`src/rtl/if_stage.sv`:
```
// MIPS instruction fetch stage with IF/ID register and req/ack imem port.
// Define IF_ADDR_EXC_EN to report misaligned redirect targets on if_id_adel.
module if_stage #(
    parameter logic [31:0] RESET_PC = 32'h0000_0000
) (
    input  logic        clk,
    input  logic        rst,
    output logic        imem_req,
    output logic [31:0] imem_addr,
    input  logic        imem_ack,
    input  logic [31:0] imem_rdata,
    input  logic        id_stall,
    input  logic        redirect_valid,
    input  logic [31:0] redirect_pc,
    output logic        if_id_valid,
    output logic [31:0] if_id_inst,
    output logic [31:0] if_id_pc,
    output logic [31:0] if_id_pc4,
`ifdef IF_ADDR_EXC_EN
    output logic        if_id_adel,
`endif
    output logic        if_busy
);

    typedef enum logic [1:0] {
        S_REQ,
        S_BUF,
        S_DROP,
        S_ADEL
    } state_t;

    state_t      r_state;
    state_t      w_nxt;
    state_t      w_tgt;
    logic [31:0] r_pc;
    logic [31:0] w_pc_nxt;
    logic [31:0] r_hold;
    logic [31:0] r_buf_inst;
    logic [31:0] r_buf_pc;
    logic        r_req;
    logic        r_valid;
    logic [31:0] r_inst;
    logic [31:0] r_id_pc;
    logic [31:0] r_id_pc4;
    logic        w_ack;
    logic        w_outst;
    logic        w_bub;
    logic        w_ld;
    logic        w_buf_ld;
    logic        w_hold_ld;
    logic [31:0] w_ld_inst;
    logic [31:0] w_ld_pc;
    logic [31:0] w_rpc;

    // An ack is only meaningful while our request is actually on the bus.
    assign w_ack   = imem_ack & r_req;
    assign w_outst = r_req & ~imem_ack;

`ifdef IF_ADDR_EXC_EN
    logic r_pend;
    logic w_pend_nxt;
    logic w_ld_adel;
    logic r_adel;

    assign w_rpc = redirect_pc;
    assign w_tgt = (redirect_pc[1:0] != 2'b00) ? S_ADEL : S_REQ;
`else
    assign w_rpc = {redirect_pc[31:2], 2'b00};
    assign w_tgt = S_REQ;
`endif

    always_comb begin
        w_nxt     = r_state;
        w_pc_nxt  = r_pc;
        w_bub     = 1'b0;
        w_ld      = 1'b0;
        w_buf_ld  = 1'b0;
        w_hold_ld = 1'b0;
        w_ld_inst = 32'h0;
        w_ld_pc   = 32'h0;
`ifdef IF_ADDR_EXC_EN
        w_ld_adel  = 1'b0;
        w_pend_nxt = r_pend;
`endif
        if (redirect_valid) begin
            // A fetch still in flight must complete at its old address.
            w_pc_nxt  = w_rpc;
            w_bub     = 1'b1;
            w_nxt     = w_outst ? S_DROP : w_tgt;
            w_hold_ld = (r_state == S_REQ);
`ifdef IF_ADDR_EXC_EN
            w_pend_nxt = (w_tgt == S_ADEL);
`endif
        end else begin
            unique case (r_state)
                S_REQ: begin
                    if (w_ack) begin
                        w_pc_nxt = r_pc + 32'd4;
                        if (id_stall) begin
                            w_buf_ld = 1'b1;
                            w_nxt    = S_BUF;
                        end else begin
                            w_ld      = 1'b1;
                            w_ld_inst = imem_rdata;
                            w_ld_pc   = r_pc;
                        end
                    end else if (!id_stall) begin
                        w_bub = 1'b1;
                    end
                end
                S_BUF: begin
                    if (!id_stall) begin
                        w_ld      = 1'b1;
                        w_ld_inst = r_buf_inst;
                        w_ld_pc   = r_buf_pc;
                        w_nxt     = S_REQ;
                    end
                end
                S_DROP: begin
                    w_bub = ~id_stall;
                    if (w_ack) begin
`ifdef IF_ADDR_EXC_EN
                        w_nxt = r_pend ? S_ADEL : S_REQ;
`else
                        w_nxt = S_REQ;
`endif
                    end
                end
                S_ADEL: begin
                    if (!id_stall) begin
`ifdef IF_ADDR_EXC_EN
                        if (r_pend) begin
                            w_ld       = 1'b1;
                            w_ld_pc    = r_pc;
                            w_ld_adel  = 1'b1;
                            w_pend_nxt = 1'b0;
                        end else begin
                            w_bub = 1'b1;
                        end
`else
                        w_bub = 1'b1;
`endif
                    end
                end
                default: ;
            endcase
        end
    end

    always_ff @(posedge clk) begin
        if (rst) begin
            r_state    <= S_REQ;
            r_pc       <= RESET_PC;
            r_req      <= 1'b0;
            r_hold     <= 32'h0;
            r_buf_inst <= 32'h0;
            r_buf_pc   <= 32'h0;
            r_valid    <= 1'b0;
            r_inst     <= 32'h0;
            r_id_pc    <= 32'h0;
            r_id_pc4   <= 32'h0;
        end else begin
            r_state <= w_nxt;
            r_pc    <= w_pc_nxt;
            r_req   <= (w_nxt == S_REQ) || (w_nxt == S_DROP);
            if (w_hold_ld) begin
                r_hold <= r_pc;
            end
            if (w_buf_ld) begin
                r_buf_inst <= imem_rdata;
                r_buf_pc   <= r_pc;
            end
            if (w_bub) begin
                r_valid <= 1'b0;
                r_inst  <= 32'h0;
            end else if (w_ld) begin
                r_valid  <= 1'b1;
                r_inst   <= w_ld_inst;
                r_id_pc  <= w_ld_pc;
                r_id_pc4 <= w_ld_pc + 32'd4;
            end
        end
    end

`ifdef IF_ADDR_EXC_EN
    always_ff @(posedge clk) begin
        if (rst) begin
            r_pend <= 1'b0;
            r_adel <= 1'b0;
        end else begin
            r_pend <= w_pend_nxt;
            if (w_bub) begin
                r_adel <= 1'b0;
            end else if (w_ld) begin
                r_adel <= w_ld_adel;
            end
        end
    end

    assign if_id_adel = r_adel;
`endif

    assign imem_req    = r_req;
    assign imem_addr   = (r_state == S_DROP) ? r_hold : r_pc;
    assign if_busy     = r_req;
    assign if_id_valid = r_valid;
    assign if_id_inst  = r_inst;
    assign if_id_pc    = r_id_pc;
    assign if_id_pc4   = r_id_pc4;

endmodule

```
`config.mk`:
```
export PLATFORM = sky130hd
export DESIGN_NAME = if_stage
export DESIGN_NICKNAME = d
export VERILOG_FILES = /design/src/rtl/if_stage.sv
export SDC_FILE = /design/constraint.sdc
export NUM_CORES = 1
export LEC_CHECK = 0
export CAP_MARGIN = 10
export CORE_MARGIN = 2
export CORE_UTILIZATION = 55
export CTS_CLUSTER_SIZE = 8
export DETAILED_ROUTE_END_ITERATION = 8
export PLACE_DENSITY = 0.85
export SLEW_MARGIN = 15
export SYNTH_ARGS = -nofsm -noshare
export SYNTH_HDL_FRONTEND = slang
export SYNTH_SLANG_ARGS = --single-unit
```
`constraint.sdc`:
```
create_clock -name clk -period 11.6 [get_ports clk]
set_input_delay 3.48 -clock clk [delete_from_list [all_inputs] [get_ports clk]]
set_output_delay 3.48 -clock clk [all_outputs]
set_load 0.01 [all_outputs]
```
==> out/metrics.cfg <==
[synth]
synth_top_family_by_area = simple AND/OR/NAND/NOR gates
ys_warn_count = 0
synth_edf_count = 0
synth_cells = 1222
yosys.area_share.simple_pct = 23.02
async_reset_ff_share_pct = 0
synthMuxAreaShare_pct = 3.902
synthDistinctLibCells = 69
synthXorXnorAreaFrac_pct = 2.740
ys_ff_latch = 218
ys_seq_area_share_pct = 44.05
synth_fa_ha_area_share_pct = 0.2526
synth_compound_area_share_pct = 20.43
avgSynthCellArea_um2 = 8.108
synth_area_mm2 = 0.009908
synthFlopType = dfxtp_1

[pwr]
p_switching_uw = 414.8
peakVddDrop_v = 0.0001077
p_int_mw = 1.311
swShare_pct = 24.04
p_comb_share_pct = 9.4
clkPwrFrac_pct = 44.4
leakage_nw = 4.194
p_seq_share_pct = 46.2
power_density_mw_per_mm2 = 137.9
fin_total_pwr_mw = 1.725

[run_status]
status = finished, final reports clean

[floorplan]
dieWidth_um = 138.2
core_area_mm2 = 0.01784
io_pins = 200
die_area_mm2 = 0.01910
row_count = 49
start_util_pct = 55.54
die-height_um = 138.2

[placement]
portBuffers = 191
dpl.cell_count = 1536
place_congestion = 0.8879
placed_area_mm2 = 0.01171
dp_hpwl_um = 17720

[sta]
period_share_pct = 61.38
finalHoldViolations = 0
tightest_slew_ns = 1.007
max_freq_mhz = 140.5
fin_skew_ns = 0.01562
setup_viol_count_final = 0
drv_slew = 0
setup_tns_ns = 0
maxSlewHeadroom_pct = 32.87
rsz0062_at_grt = false
finalCriticalPeriod_ns = 7.120

[finish]
fillers = 1381
fin_area_mm2 = 0.01251
layout-drive-gt1-share_pct = 7.612
diodes = 0
finalNetCount = 1411
syn_to_final_growth_pct = 26.25
instances_no_fill = 1569

[critical_path]
crit_path_start_kind = input pin
cp.required_ns = 12.02
criticalPathCategory = input pin to flop
crit_fanout = 15
crit_arrival_ns = 7.54
endpoint_kind = flop

[detailed_routing]
routedWlPerCell_um = 17.77
vias = 9588
ant_nets = 0
remaining_drc_errors = 0
drt-total-wl_um = 27880
drtIter0Drc = 780
vias_per_cell = 6.111
firstDrtPassIters = 5

[clock_tree]
post_cts_buffers = 0
clkTransAtPathRegs_ns = 0.05
clock_tree.root_cell = clkbuf_16
insertion_delay_ns = 0.54
ctsResizeCount = 0
htree_levels = 1
numCtsBuffers = 31
ctsHoldBuffers = 0
cts_tree = built
clock_path_buffers = 3
clock-sinks = 218

[worst_hold_path]
hold_path.class = flop to flop

[global_route]
grt_antenna_before_repair = 0
gr-usage-all-layers_pct = 27.89
grt.overflow.total = 0
grt_max_degree = 102
grt_pass1_wl_um = 45050
grt_pass1_vias = 9068

[run]
max-cap-violations = 0

## power groups by stage
stage / clock network (mW) / registers (mW) / logic, mW
6_report: 0.766 / 0.797 / 0.163
5_1_grt: 0.809 / 0.799 / 0.176
4_1_cts: 0.775 / 0.796 / 0.162
3_5_place_dp: 0 / 0.811 / 0.160
3_3_place_gp: 0 / 0.810 / 0.159
2_1_floorplan: 0 / 0.799 / 0.0975
## cells in the mapped netlist (all sizes together), types with 11 or more instances
cell,count,area [um^2]
a211oi,28,215.2
a21oi,143,715.7
a221oi,33,289.0
a32oi,12,123.9
buf,27,166.4
clkbuf,95,359.1
dfxtp,218,4364
mux2,29,326.6
nand2,240,900.9
nand3,25,125.1
nand4,11,68.82
nor2,114,432.9
nor3,51,265.3
o21ai,23,115.1
xnor2,11,96.34
xor2,20,175.2
## final timing paths
path,cells past startpoint,start,to,slack [ns]
hold / removal,2,r_hold[14]$_SDFFE_PP0P_,r_hold[14]$_SDFFE_PP0P_,0.45
hold reg to reg,2,r_hold[14]$_SDFFE_PP0P_,r_hold[14]$_SDFFE_PP0P_,0.45
setup / recovery,11,imem_ack,if_id_pc4[24]$_SDFFE_PP0P_,4.48
setup reg to reg,10,r_state[0]$_SDFF_PP0_,if_id_pc4[24]$_SDFFE_PP0P_,7.42
## through the flow
step | setup slack [ns] | hold slack (ns) | utilization, %
floorplan | 5.155 | 0.4312 | -
finish | 4.480 | 0.4500 | 70.12
global route | 4.268 | 0.4676 | 70.12
CTS | 4.576 | 0.4530 | 70.10
global placement | 4.119 | 0.4376 | 65.66
detailed placement | 4.073 | 0.4453 | 65.66
## layout by cell type, fill, tap and decap left out, drive strengths merged, types with 7 or more instances in the layout
cell type | netlist | routed
a21oi | 143 | 143
or3 | 10 | 10
a211oi | 28 | 28
xor2 | 20 | 20
nor2 | 114 | 114
nor4 | 7 | 7
nand3 | 25 | 25
clkbuf | 95 | 31
a22oi | 10 | 10
o2111ai | 8 | 8
nand4 | 11 | 11
buf | 27 | 12
nand2 | 240 | 240
and2 | 10 | 10
dfxtp | 218 | 218
a221oi | 33 | 33
nor3 | 51 | 51
mux2 | 29 | 29
xnor2 | 11 | 11
inv | 7 | 8
clkdlybuf4s50 | 0 | 190
o21ai | 23 | 23
a32oi | 12 | 12
and3 | 8 | 8
a311oi | 7 | 7
## worst max-delay path, cell delays in order
cell and delay, ns:
clkdlybuf4s50_1 0.72, nand4bb_1 0.39, nor2_4 0.25, a22oi_1 0.09
nor3_1 0.28, ha_1 0.26, nand3_1 0.08, a21oi_1 0.52
nand4_1 0.62, or3_1 0.56, o311a_1 0.30
## final cells by class
type,count,area [um^2],area share (%)
clock inverter,2,17.52,0.1400
multi-input combinational,880,5047,40.35
sequential,218,4364,34.89
tap,229,286.5,2.290
inverter,7,26.28,0.2100
timing repair buffer,202,1992,15.92
clock buffer,31,775.7,6.201
## cell families after synthesis
kind of cell,Yosys count
and+or+nand+nor,503
AOI/OAI and AO/OA,303
DFF,218
other,1
xor gates and xnor gates,31
buffers and inverters,129
adders and majority gates,2
muxes,35
## flip-flops by register name, summed over array words and instances (netlist names)
| register | cells |
|---|---|
| r_buf_inst | 32 |
| r_hold | 30 |
| r_pc | 30 |
| if_busy | 1 |
| r_buf_pc | 30 |
| if_id_pc4 | 30 |
| r_state | 2 |
| if_id_inst | 32 |
| if_id_valid | 1 |
| if_id_pc | 30 |
## layer usage
| metal | GRT usage [%] | up-vias | share of wire [%] |
|---|---|---|---|
| met5 | 0 | - | 0 |
| met3 | 4.226 | 74 | 7.2 |
| met4 | 10.79 | 0 | 3.1 |
| met2 | 48.91 | 448 | 50 |
| li1 | - | 4535 | - |
| met1 | 34.66 | 4531 | 40 |
Power figures use the tool's default switching activity.
